File: src/rtl/d5m_pattern_gen_if.sv
// Pixel-bus interface between the synthetic D5M source (master) and the VFP input port (slave).
// Frame/line valid carry no back-pressure: a pixel is consumed in every cycle ilval is high.
interface d5m_pattern_gen_if #(
   parameter int DATA_WIDTH = 12
);
   logic                  enable;
   logic [1:0]            pattern_sel;
   logic                  ifval;
   logic                  ilval;
   logic [DATA_WIDTH-1:0] idata;
   logic                  frame_done;
   logic [15:0]           frame_cnt;

   modport master (
      input  enable, pattern_sel,
      output ifval, ilval, idata, frame_done, frame_cnt
   );

   modport slave (
      output enable, pattern_sel,
      input  ifval, ilval, idata, frame_done, frame_cnt
   );
endinterface

File: src/rtl/d5m_pattern_gen.sv
// Synthetic D5M sensor: fval/lval framing with blanking and selectable raw test patterns.
// Optional macro D5M_PATTERN_LFSR_EN turns pattern 3 into an LFSR stream (else an 8x8 checker).
module d5m_pattern_gen #(
   parameter int DATA_WIDTH = 12,
   parameter int IMG_WIDTH  = 64,
   parameter int IMG_HEIGHT = 48,
   parameter int H_BLANK    = 16,
   parameter int V_BLANK    = 32
) (
   input  logic                 pixclk,
   input  logic                 reset,
   d5m_pattern_gen_if.master    bus,
   output logic [2:0]           state_dbg
);

   typedef enum logic [2:0] {
      S_IDLE   = 3'd0,
      S_LEAD   = 3'd1,
      S_LINE   = 3'd2,
      S_HBLANK = 3'd3,
      S_VBLANK = 3'd4
   } state_t;

   localparam int XW   = $clog2(IMG_WIDTH);
   localparam int YW   = $clog2(IMG_HEIGHT);
   localparam int MAXB = (H_BLANK > V_BLANK) ? H_BLANK : V_BLANK;
   localparam int BW   = $clog2(MAXB + 1);

   localparam logic [XW-1:0] X_LAST  = XW'(IMG_WIDTH - 1);
   localparam logic [YW-1:0] Y_LAST  = YW'(IMG_HEIGHT - 1);
   localparam logic [BW-1:0] HB_LAST = BW'(H_BLANK - 1);
   localparam logic [BW-1:0] VB_LAST = BW'(V_BLANK - 1);

   localparam logic [DATA_WIDTH-1:0] PIX_M = '1;
   localparam logic [DATA_WIDTH-1:0] PIX_H = {1'b1, {(DATA_WIDTH-1){1'b0}}};
   localparam logic [DATA_WIDTH-1:0] PIX_B = PIX_H >> 1;

   state_t                state;
   logic [XW-1:0]         x;
   logic [YW-1:0]         y;
   logic [BW-1:0]         blank;
   logic [1:0]            pat_r;
   logic [DATA_WIDTH-1:0] run_pix;
   logic [DATA_WIDTH-1:0] start_pix;
   int                    start_y;

   assign state_dbg = state;

   function automatic logic [DATA_WIDTH-1:0] base_pix(input int px, input int py,
                                                      input logic [1:0] pat);
      logic [DATA_WIDTH-1:0] v;
      v = '0;
      case (pat)
         2'd0: v = DATA_WIDTH'(px);
         2'd1: v = DATA_WIDTH'(py);
         2'd2: begin
            // GRBG mosaic: G on even/even and odd/odd sites
            if (py[0] == 1'b0) v = px[0] ? PIX_M : PIX_H;
            else               v = px[0] ? PIX_H : PIX_B;
         end
         default: begin
`ifndef D5M_PATTERN_LFSR_EN
            v = (((px >> 3) ^ (py >> 3)) & 1) != 0 ? PIX_M : '0;
`endif
         end
      endcase
      return v;
   endfunction

`ifdef D5M_PATTERN_LFSR_EN
   // Maximal-length tap masks (bit n-1 set for tap n); widths below 3 are not supported.
   function automatic logic [31:0] lfsr_taps(input int w);
      case (w)
         3:       return 32'h0000_0006;
         4:       return 32'h0000_000C;
         5:       return 32'h0000_0014;
         6:       return 32'h0000_0030;
         7:       return 32'h0000_0060;
         8:       return 32'h0000_00B8;
         9:       return 32'h0000_0110;
         10:      return 32'h0000_0240;
         11:      return 32'h0000_0500;
         12:      return 32'h0000_0829;
         13:      return 32'h0000_100D;
         14:      return 32'h0000_2015;
         15:      return 32'h0000_6000;
         16:      return 32'h0000_D008;
         default: return 32'h3 << (w - 2);
      endcase
   endfunction

   localparam logic [DATA_WIDTH-1:0] LFSR_TAPS = DATA_WIDTH'(lfsr_taps(DATA_WIDTH));

   logic [DATA_WIDTH-1:0] lfsr;
   logic [DATA_WIDTH-1:0] lfsr_nxt;
`endif

   // Pixel for the next LINE cycle (run) and for the first pixel of a line (start).
   always_comb begin
      start_y   = (state == S_LEAD) ? 0 : int'(y) + 1;
      run_pix   = base_pix(int'(x) + 1, int'(y), pat_r);
      start_pix = base_pix(0, start_y, pat_r);
`ifdef D5M_PATTERN_LFSR_EN
      lfsr_nxt = {lfsr[DATA_WIDTH-2:0], ^(lfsr & LFSR_TAPS)};
      if (pat_r == 2'd3) begin
         run_pix   = lfsr_nxt;
         start_pix = lfsr;
      end
`endif
   end

   always_ff @(posedge pixclk or posedge reset) begin
      if (reset) begin
         state          <= S_IDLE;
         x              <= '0;
         y              <= '0;
         blank          <= '0;
         pat_r          <= '0;
         bus.ifval      <= 1'b0;
         bus.ilval      <= 1'b0;
         bus.idata      <= '0;
         bus.frame_done <= 1'b0;
         bus.frame_cnt  <= '0;
`ifdef D5M_PATTERN_LFSR_EN
         lfsr           <= '0;
`endif
      end else begin
         bus.frame_done <= 1'b0;
         case (state)
            S_IDLE: begin
               if (bus.enable) begin
                  state     <= S_LEAD;
                  bus.ifval <= 1'b1;
                  blank     <= '0;
                  pat_r     <= bus.pattern_sel;
`ifdef D5M_PATTERN_LFSR_EN
                  lfsr      <= DATA_WIDTH'(1);
`endif
               end
            end
            S_LEAD: begin
               if (blank == HB_LAST) begin
                  state     <= S_LINE;
                  x         <= '0;
                  y         <= '0;
                  bus.ilval <= 1'b1;
                  bus.idata <= start_pix;
               end else begin
                  blank <= blank + BW'(1);
               end
            end
            S_LINE: begin
`ifdef D5M_PATTERN_LFSR_EN
               lfsr <= lfsr_nxt;
`endif
               if (x == X_LAST) begin
                  state     <= S_HBLANK;
                  blank     <= '0;
                  bus.ilval <= 1'b0;
                  bus.idata <= '0;
               end else begin
                  x         <= x + XW'(1);
                  bus.idata <= run_pix;
               end
            end
            S_HBLANK: begin
               if (blank == HB_LAST) begin
                  if (y == Y_LAST) begin
                     state          <= S_VBLANK;
                     blank          <= '0;
                     bus.ifval      <= 1'b0;
                     bus.frame_done <= 1'b1;
                     bus.frame_cnt  <= bus.frame_cnt + 16'd1;
                  end else begin
                     state     <= S_LINE;
                     x         <= '0;
                     y         <= y + YW'(1);
                     bus.ilval <= 1'b1;
                     bus.idata <= start_pix;
                  end
               end else begin
                  blank <= blank + BW'(1);
               end
            end
            S_VBLANK: begin
               if (blank == VB_LAST) begin
                  blank <= '0;
                  if (bus.enable) begin
                     state     <= S_LEAD;
                     bus.ifval <= 1'b1;
                     pat_r     <= bus.pattern_sel;
`ifdef D5M_PATTERN_LFSR_EN
                     lfsr      <= DATA_WIDTH'(1);
`endif
                  end else begin
                     state <= S_IDLE;
                  end
               end else begin
                  blank <= blank + BW'(1);
               end
            end
            default: state <= S_IDLE;
         endcase
      end
   end

endmodule

File: src/flat_wrapper.sv
// flat-port wrapper written by rule: the top's interface ports become plain ports
module d5m_pattern_gen_flat 
#(
   parameter int DATA_WIDTH = 12,
   parameter int IMG_WIDTH  = 64,
   parameter int IMG_HEIGHT = 48,
   parameter int H_BLANK    = 16,
   parameter int V_BLANK    = 32
)
  (pixclk, reset, state_dbg, bus_enable, bus_pattern_sel, bus_ifval, bus_ilval, bus_idata, bus_frame_done, bus_frame_cnt);
  d5m_pattern_gen_if #(.DATA_WIDTH(DATA_WIDTH)) bus_i ();
  input  logic pixclk;
  input  logic reset;
  output logic [2:0] state_dbg;
  input wire logic [$bits(bus_i.enable)-1:0] bus_enable;
  input wire logic [$bits(bus_i.pattern_sel)-1:0] bus_pattern_sel;
  output wire logic [$bits(bus_i.ifval)-1:0] bus_ifval;
  output wire logic [$bits(bus_i.ilval)-1:0] bus_ilval;
  output wire logic [$bits(bus_i.idata)-1:0] bus_idata;
  output wire logic [$bits(bus_i.frame_done)-1:0] bus_frame_done;
  output wire logic [$bits(bus_i.frame_cnt)-1:0] bus_frame_cnt;
  assign bus_i.enable = bus_enable;
  assign bus_i.pattern_sel = bus_pattern_sel;
  assign bus_ifval = bus_i.ifval;
  assign bus_ilval = bus_i.ilval;
  assign bus_idata = bus_i.idata;
  assign bus_frame_done = bus_i.frame_done;
  assign bus_frame_cnt = bus_i.frame_cnt;
  d5m_pattern_gen #(.DATA_WIDTH(DATA_WIDTH), .IMG_WIDTH(IMG_WIDTH), .IMG_HEIGHT(IMG_HEIGHT), .H_BLANK(H_BLANK), .V_BLANK(V_BLANK)) u_core (.pixclk(pixclk), .reset(reset), .bus(bus_i), .state_dbg(state_dbg));
endmodule
File: config.mk
export PLATFORM = sky130hd
export DESIGN_NAME = d5m_pattern_gen_flat
export DESIGN_NICKNAME = d
export VERILOG_FILES = /design/src/rtl/d5m_pattern_gen_if.sv /design/src/rtl/d5m_pattern_gen.sv /design/src/flat_wrapper.sv
export SDC_FILE = /design/constraint.sdc
export NUM_CORES = 1
export LEC_CHECK = 0
export CAP_MARGIN = 40
export CELL_PAD_IN_SITES_DETAIL_PLACEMENT = 1
export CELL_PAD_IN_SITES_GLOBAL_PLACEMENT = 1
export CORE_MARGIN = 5
export CORE_UTILIZATION = 49
export DETAILED_ROUTE_END_ITERATION = 10
export DONT_BUFFER_PORTS = 1
export GPL_ROUTABILITY_DRIVEN = 0
export PLACE_DENSITY_LB_ADDON = 0.08
export SLEW_MARGIN = 20
export SYNTH_ARGS = -nofsm -noshare
export SYNTH_HDL_FRONTEND = slang
export SYNTH_SLANG_ARGS = --single-unit
File: constraint.sdc
create_clock -name pixclk -period 2.3 [get_ports pixclk]
set_clock_uncertainty 0.2 [all_clocks]
set_input_delay 0.23 -clock pixclk [delete_from_list [all_inputs] [get_ports pixclk]]
set_output_delay 0.23 -clock pixclk [all_outputs]
set_load 0.01 [all_outputs]
# --- Word level (Yosys, flattened, before mapping) ---
# Cells that the tools add are included.
word_totals:
  reg_bits: 54
  out_inout_bits: 34
op_classes:
  mux: 53
  n_bitwise: 1
  add_sub_neg: 6
  n_reduce_logical: 16
  eq_ne: 20
op_table:
  columns: ["operator", "count"]
  rows:
  - ["12-bit two-way mux", 10]
  - ["12-bit case mux with 3 select lines", 3]
  - ["6-bit two-way mux", 12]
  - ["6-bit case mux with 5 select lines", 1]
  - ["5-bit AND reduction", 4]
  - ["6-bit by 1-bit adder with 6-bit output, second input constant", 3]
  - ["3-bit two-way mux", 6]
  - ["6-bit case mux with 3 select lines", 1]
  - ["16-bit by 1-bit adder with 16-bit output, second input constant", 1]
  - ["3-bit case mux with 5 select lines", 1]
  - ["6-bit by 1-bit adder with 7-bit output, second input constant", 2]
  - ["6-bit == test, second input constant", 2]
  - ["1-bit two-way mux", 12]
  - ["6-bit case mux with 2 select lines", 1]
  - ["4-bit AND reduction", 3]
  - ["11-bit two-way mux", 1]
  - ["2-bit inequality test, second input constant", 5]
  - ["2-bit by 1-bit inequality test with 1-bit output, second input constant", 4]
  - ["3-bit by 2-bit == test with 1-bit output, second input constant", 2]
  - ["6-bit by 4-bit == test with 1-bit output, second input constant", 1]
  - ["6-bit by 5-bit == test with 1-bit output, second input constant", 1]
  - ["1-bit case mux with 3 select lines", 2]
  - ["3-bit nonzero test", 2]
  - ["5-bit nonzero test", 1]
  - ["other kinds (13)", 15]

# --- Logic depth before layout (Yosys ltp) ---
# Gate-level depths: netlist of the first run.
depth:
  word_depth: 7
  mapped_depth: 8

# --- Least setup slack after synthesis of the first run ---
# Ideal clock, no wire load.
synth_timing:
  path_kind: "register to register"
  from: "register u_core.y[0]"
  to: "register u_core.x[5]"
  n_path_buf: 0
  stages_incl_launch_ff: 7
  arrival_ps: 1807
  synth_period_minus_slack_ps: 2128
  setup_ps: 121
  slack_ps: 172
  required_ps: 1979
  cell_sequence: "dfrtp_1 -> ha_1 -> and3_2 -> a211oi_2 -> a22oi_1 -> a211o_1 -> a22o_1"
synth_between:
  elab_chain_len: 3
synth_lines:
  columns: ["item", "line_no", "source"]
  rows:
  - ["start: declaration", "d5m_pattern_gen.sv:40", "logic [YW-1:0] y;"]
  - ["start signal: assignment", "d5m_pattern_gen.sv:177", "y <= y + YW'(1);"]
  - ["6-bit == test", "d5m_pattern_gen.sv:168", "if (y == Y_LAST) begin"]
  - ["2-bit inequality test (no line)", null, null]
  - ["5-bit AND reduction (no line)", null, null]
  - ["end signal: assignment", "d5m_pattern_gen.sv:162", "x <= x + XW'(1);"]
  - ["end: declaration", "d5m_pattern_gen.sv:39", "logic [XW-1:0] x;"]
# Every way passes these cells.
# A chain may end at the register's enable or synchronous reset.

# --- Worst setup path in the final report of the first run ---
layout_timing:
  from: "register u_core.y[1]"
  to: "register u_core.x[5]"
# Same word-level chain as after synthesis.

==> results of run 1 <==
[cells by family after synthesis]
logic type      count (synthesis)
compound gates                 81
xor+xnor                       26
fa+ha+maj                       6
buf+inv                        27
flops                          52
mux                             8
simple gates                  122
[critical path: cells and delay by family (launching register included)]
kind	cells	cell delay, ns
compound gates	4	0.96
flops	1	0.46
simple gates	1	0.26
fa+ha+maj	1	0.23
[routing by layer]
layer	track usage (%)	vias to the layer above	wire length, µm
li1	-	1198	-
met2	39.5	66	4120
met3	3.87	8	455
met1	30.5	1269	3810
met4	4.87	0	87
met5	0	-	0
[flip-flops by register name, indices dropped and copies added, names as in the netlist]
| name | count |
|---|---|
| u_core.x | 6 |
| u_core.bus.frame_done | 1 |
| u_core.bus.ilval | 1 |
| u_core.pat_r | 2 |
| u_core.state_dbg | 3 |
| u_core.bus.ifval | 1 |
| u_core.blank | 6 |
| u_core.bus.idata | 10 |
| u_core.bus.frame_cnt | 16 |
| u_core.y | 6 |
[area by class of cell]
type / count / share of cell area [%]
multi-input cells: 243 / 47.5
flip-flops and latches: 52 / 37.9
repair buffers: 32 / 7.29
well taps: 75 / 2.73
clock buffers: 5 / 2.00
clock inverters: 3 / 1.35
inverters: 11 / 1.20
[synthesized netlist by cell type (all sizes together) (3+ instances only)]
cell type | count | area, µm²
a22oi | 3 | 22.5
nand4 | 6 | 43.8
o31ai | 6 | 50.1
a22o | 6 | 53.8
a211oi | 3 | 27.5
and2b | 5 | 38.8
mux2i | 4 | 40.0
nor2 | 20 | 82.6
xor2 | 8 | 70.1
o211ai | 6 | 45.0
inv | 11 | 41.3
o21ai | 24 | 124
dfrtp | 52 | 1300
nand3 | 18 | 95.1
mux2 | 4 | 45.0
xnor2 | 18 | 158
nor3b | 3 | 27.5
nor3 | 4 | 36.3
and4 | 3 | 26.3
and2 | 5 | 32.5
and3 | 7 | 46.3
nand2b | 4 | 27.5
nand2 | 40 | 153
ha | 6 | 75.1
buf | 14 | 100
a21oi | 12 | 60.1
[per-stage QoR]
step / power [µW] / util [%] / instance area, µm² / hold slack (ns) / instances
global placement: 954 / 54.6 / 3270 / -0.0651 / 409
detailed placement: 955 / 54.6 / 3270 / -0.0551 / 409
floorplan: 946 / - / 3070 / 0.180 / 322
global route: 1660 / 57.3 / 3430 / 0.193 / 421
CTS: 1610 / 57.1 / 3420 / 0.173 / 421
finish: 1590 / 57.3 / 3430 / 0.168 / 421
[final timing paths]
path / cells after the start / slack (ns) / endpoint / from
max: 6 / 0.08 / u_core.x[5] / u_core.y[1]
min: 2 / 0.17 / u_core.bus.idata[2] / reset
max reg2reg: 6 / 0.08 / u_core.x[5] / u_core.y[1]
min reg2reg: 1 / 0.34 / u_core.blank[1] / u_core.blank[1]
max in group asynchronous: 3 / 1.09 / u_core.x[5] / reset
min in group pixclk: 3 / 0.23 / u_core.state_dbg[0] / bus_enable
[repair_timing]
| action | 4_1_cts | 5_1_grt |
|---|---|---|
| gates resized for setup | 0 | 2 |
| hold endpoints to repair | 22 | 0 |
| hold buffers | 4 | 0 |
| setup endpoints to repair | 0 | 1 |
[power breakdown]
part | switching (µW) | total [µW] | internal (µW)
Clock | 320 | 649 | 328
Sequential | 0 | 913 | 913
Combinational | 19.7 | 27.3 | 7.55
==> key figures, run 1 <==
Logic synthesis
  – Main synth FF type: dfrtp_1
  – Synth Area in Compound Gates: 18.2%
  – Synth cell types: 68
  – Synth Area in Simple Gates: a little over a fifth
  – XOR/XNOR Fraction of Synth Area: ~7.4%
  – Main combinational cell family by area after synthesis: simple AND/OR/NAND/NOR gates
  – Synth Area in Adders: ~2.4%
  – Yosys warns: 0
  – Cells after Synth: around 320
  – Post-synthesis sequential area ratio: roughly 42%
  – Register bit total from synthesis: 52
  – Synth Cell Area: 0.00307 mm²
  – Avg Cell Area, Syn: 9.54 µm²
  – Synth Net Count: 333
  – Post-synth EDFFs: 0
  – Mux share of post-synthesis cell area: 2.77%
  – Asr flop ratio synth: between 90% and 100%

Floorplanning
  – Initial Utilization: roughly 51%
  – I/O Pins: 39
  – Core area: approximately 0.0060 mm²
  – Die area: approximately 0.008 mm²
  – Chip width: approximately 89 µm
  – Die Ht: roughly 89 µm
  – Num rows: 28

Cells and area
  – Area growth syn-to-layout: 11.8%
  – Multi-input gate area: roughly 0.0016 mm²
  – Commonest non-fill, non-tap cell in the layout: dfrtp_1
  – Share of layout cells above drive strength 1: a little under a fifth
  – Most frequent cells in the layout: 52 x dfrtp_1, 39 x nand2_1, 28 x buf_4
  – Sequential cell area: roughly 0.0013 mm²
  – Diode count: 0
  – Final net count: around 360
  – Fillers: approximately 680

GRT
  – Gr usage total: a little under a quarter
  – First-pass GRT wire length: ~14000 µm
  – Vias in the first global route: between 2000 and 3000
  – GR Overflow Total: 0
  – Largest net degree at the start of global routing: 22
  – Initial antenna violation count: 0

Setup path
  – Crit-path slowest cell: dfrtp_1
  – Nature of the critical path endpoint: flip-flop
  – Critical path class: reg2reg
  – CP peak stage delay: 0.46 ns
  – Worst EP arrival: 2.21 ns
  – Startpoint Class: flip-flop
  – CP Cell Sequence: ha_1 > and3_2 > a211oi_2 > a22oi_1 > a211o_1 > a22o_1
  – Crit path max fanout: 6
  – Critical Path RT: 2.30 ns

STA
  – Setup ws final: between 0.08 and 0.09 ns
  – Period minus WS final: around 2.2 ns
  – Max-slew violations: 0
  – Final hold viol count: 0
  – Worst-Margin Slew: about 0.45 ns
  – Finish-stage setup viols: 0
  – Setup TNS: 0 ns
  – Fmax: ~450 MHz
  – RSZ-0062 raised after global routing: false
  – Final critical-path share of the clock period: a little over nine tenths
  – Rel. slew slack: between 60 and 70%

Clock network
  – Clock H-tree levels: 2
  – Sink Count: 52
  – CTS buffer count: 5
  – Later-pin clock latency in the skew report: a little over 0.3 ns
  – CTS tree: yes
  – Postcts setup bufs: 0
  – Clock transition at path regs: 0.11 ns
  – Root Buffer: clkbuf_8
  – Max Root-Sink Buffers: 2

Place
  – Pre-CTS setup slack: 0.130 ns
  – IO Port Bufs: 0
  – DP HPWL: 6400 µm

Drt
  – Drt first-iter violations: 163
  – Vias per inst: 6.04
  – DRC: 0
  – Via count: approximately 2500
  – First-pass detailed-route iteration total: 4
  – Wire per inst: around 20 µm
  – Detailed Route WL: about 8500 µm
  – Antenna Violating Nets Remaining: 0

Outcome
  – Status: complete, no violations

Pwr
  – Max VDD drop: about 0.00028 V
  – PwrDens: about 460 mW/mm²
  – Leakage: 0.00162 µW

Run
  – # Max-Cap Violations: 0

Worst hold path
  – Worst min-delay path category: in2async
Note: power is estimated with default switching activity, not from simulation.
==> run 2, diff against run 1 <==
- REMOVE_ABC_BUFFERS: unset -> 1
==> run 2 against run 1 <==
Effect of this change: hold slack worse by 0.14 ns; cell count shrank 0.48%; flip-flop and latch count stayed put; critical path depth unchanged; global-route usage shrank 1.0 points; die area is the same; sequential share of layout area grew 0.097 points; count of clock-buffer cells in the layout unchanged; utilization is 0.15 points lower; combinational power about the same; fmax rose by 0.62%; worst setup slack gained 0.014 ns; critical endpoint is now u_core.bus.idata[11].
==> key figures, run 2 (same netlist as run 1, synthesis figures left out) <==
Outcome
  – Status: complete, no violations

Drt
  – Vias per inst: 6.07 (+0.64%)
  – M1 wire length: 3760 µm (-1.3%)
  – WL met2: 3980 µm (-3.3%)
  – Wire per inst: 19.6 µm (-2.5%)
  – Detailed Route WL: 8220 µm (-3.0%)
  – Via count: 2545 (+0.16%)
  – Top layer in use: met4
  – Antenna Violating Nets Remaining: 0 (unchanged)
  – Drt first-iter violations: 133 (-18%)
  – DRC: 0 (unchanged)
  – Met3 wire length: 392 µm (-14%)
  – First-pass detailed-route iteration total: 4 (unchanged)

STA
  – Finish-stage setup viols: 0 (unchanged)
  – RSZ-0062 raised after global routing: true
  – Final hold viol count: 0 (unchanged)
  – Period minus WS final: 2.20 ns (-0.0136 ns)
  – Final critical-path share of the clock period: 95.8% (-0.59 points)
  – Max-slew violations: 0 (unchanged)
  – Rel. slew slack: 64.8% (-5.1 points)
  – Worst-Margin Slew: 0.523 ns (+0.0743 ns)
  – Fmax: 454 MHz (+0.62%)

GRT
  – Vias in the first global route: 2660 (-4.5%)
  – GR Overflow Total: 0 (unchanged)
  – First-pass GRT wire length: 13400 µm (-5.1%)
  – Largest net degree at the start of global routing: 33 (+50%)
  – Initial antenna violation count: 0 (unchanged)
  – Gr usage total: 22.0% (-1.0 points)

Cells and area
  – Most frequent cells in the layout: 52 x dfrtp_1, 39 x nand2_1, 26 x buf_4
  – Commonest non-fill, non-tap cell in the layout: dfrtp_1
  – Max reg flops: 16 (unchanged)
  – Final core utilization: 57.2% (-0.15 points)
  – Biggest register: u_core.bus.frame_cnt
  – Diode count: 0 (unchanged)
  – Area growth syn-to-layout: 11.5%
  – Final net count: 354 (-0.56%)
  – Top Registers: u_core.bus.frame_cnt (16), u_core.bus.idata (10)
  – Share of layout cells above drive strength 1: 18.9% (+0.69 points)

Pwr
  – Total Power: 1500 µW (-5.8%)
  – Net Sw Frac: 23.6% (+2.2 points)
  – PwrDens: 437 mW/mm² (-5.6%)
  – Clock power frac: 37.2% (-3.6 points)
  – Logic pwr share: 1.8% (about the same)
  – Max VDD drop: 0.000250 V (-10%)
  – Sequential power share: 61.0% (+3.5 points)
  – Leakage: 0.00161 µW (-0.95%)
  – Psw: 353 µW (+3.8%)
  – P_int: 1140 µW (-8.4%)

Clock network
  – Clock transition at path regs: 0.10 ns (about the same)
  – CTS tree: yes
  – Max Root-Sink Buffers: 2 (unchanged)
  – Root Buffer: clkbuf_8
  – CTS buffer count: 5 (unchanged)
  – Sink Count: 52 (unchanged)
  – Later-pin clock latency in the skew report: 0.31 ns (about the same)
  – Clock H-tree levels: 2 (unchanged)

Place
  – DP HPWL: 6180 µm (-3.4%)
  – IO Port Bufs: 0 (unchanged)

Setup path
  – Crit path max fanout: 7 (+1)
  – Critical Path RT: 2.32 ns (+0.02 ns)
  – Worst EP arrival: 2.22 ns (about the same)
  – Nature of the critical path endpoint: flip-flop
  – Startpoint Class: flip-flop
  – Critical path class: reg2reg

Floorplanning
  – Die Ht: 89.2 µm (unchanged)
  – Chip width: 89.2 µm (unchanged)
  – Initial Utilization: 51.3% (unchanged)
  – I/O Pins: 39 (unchanged)
  – Die area: 0.00795 mm² (unchanged)
  – Num rows: 28 (unchanged)
  – Core area: 0.00599 mm² (unchanged)

Worst hold path
  – Worst min-delay path category: in2reg

Run
  – # Max-Cap Violations: 0 (unchanged)
-- run 2: cell count changes in the layout (fill, tap and decap cells not counted), sizes merged --
cell | previous run | this run
buf | 28 | 27
bufinv | 1 | 0
dlygate4sd3 | 4 | 3
inv | 12 | 13
-- run 2: final timing paths --
check / startpoint / endpoint / slack [ns] / cells past startpoint
max: u_core.y[1] / u_core.bus.idata[11] / 0.1 / 6
min reg2reg: u_core.bus.frame_cnt[15] / u_core.bus.frame_cnt[15] / 0.34 / 1
max reg2reg: u_core.y[1] / u_core.bus.idata[11] / 0.1 / 6
max in group asynchronous: reset / u_core.bus.frame_done / 1.17 / 3
min in group asynchronous: reset / u_core.bus.idata[10] / 0.19 / 2
min: bus_enable / u_core.bus.ifval / 0.02 / 2
-- run 2: stage by stage --
step                      instance area, µm²  hold slack (ns)  setup slack, ns  setup TNS [ns]  cells
final                                   3420           0.0245           0.0975               0    419
after global routing                    3420           0.0228          -0.0662          -0.108    419
after CTS                               3380           0.0361           0.0437               0    417
after detailed placement                3260          -0.0226           0.0573               0    406
after global placement                  3260          -0.0320            0.164               0    406
after floorplan                         2960            0.180            0.159               0    306
-- run 2: critical path, stage by stage (launching register included) --
cell and delay [ns]:
dfrtp_1 0.44, ha_1 0.22, and3_2 0.27, a211oi_4 0.31
o21ai_1 0.22, buf_4 0.22, o31ai_1 0.23
-- run 2: repair_timing --
item,in CTS,in global routing
gates resized for setup,0,7
endpoints found under the setup margin,0,15
endpoints found under the hold margin,22,0
hold buffers,3,0
buffers inserted,0,2
-- run 2: layer usage --
| layer | vias up | GRT usage [%] |
|---|---|---|
| li1 | 1197 | - |
| met1 | 1281 | 30.7 |
| met2 | 58 | 35.0 |
| met3 | 9 | 3.87 |
| met4 | 0 | 6.50 |
| met5 | - | 0 |
-- run 2: cell type report --
| cell class | instances | area (µm²) |
|---|---|---|
| Clock buffer | 5 | 68.8 |
| Clock inverter | 3 | 25.0 |
| Fill cell | 695 | 2570 |
| Inverter | 11 | 41.3 |
| Multi-Input combinational cell | 243 | 1650 |
| Sequential cell | 52 | 1300 |
| Tap cell | 75 | 93.8 |
| Timing Repair Buffer | 30 | 245 |
-- run 2: power groups by stage --
stage / clock network, µW / registers [µW] / logic, µW
3_3_place_gp: 0 / 932 / 23.9
4_1_cts: 577 / 914 / 28.5
3_5_place_dp: 0 / 932 / 24.2
6_report: 556 / 914 / 27.2
5_1_grt: 621 / 914 / 31.9
2_1_floorplan: 0 / 932 / 14.2
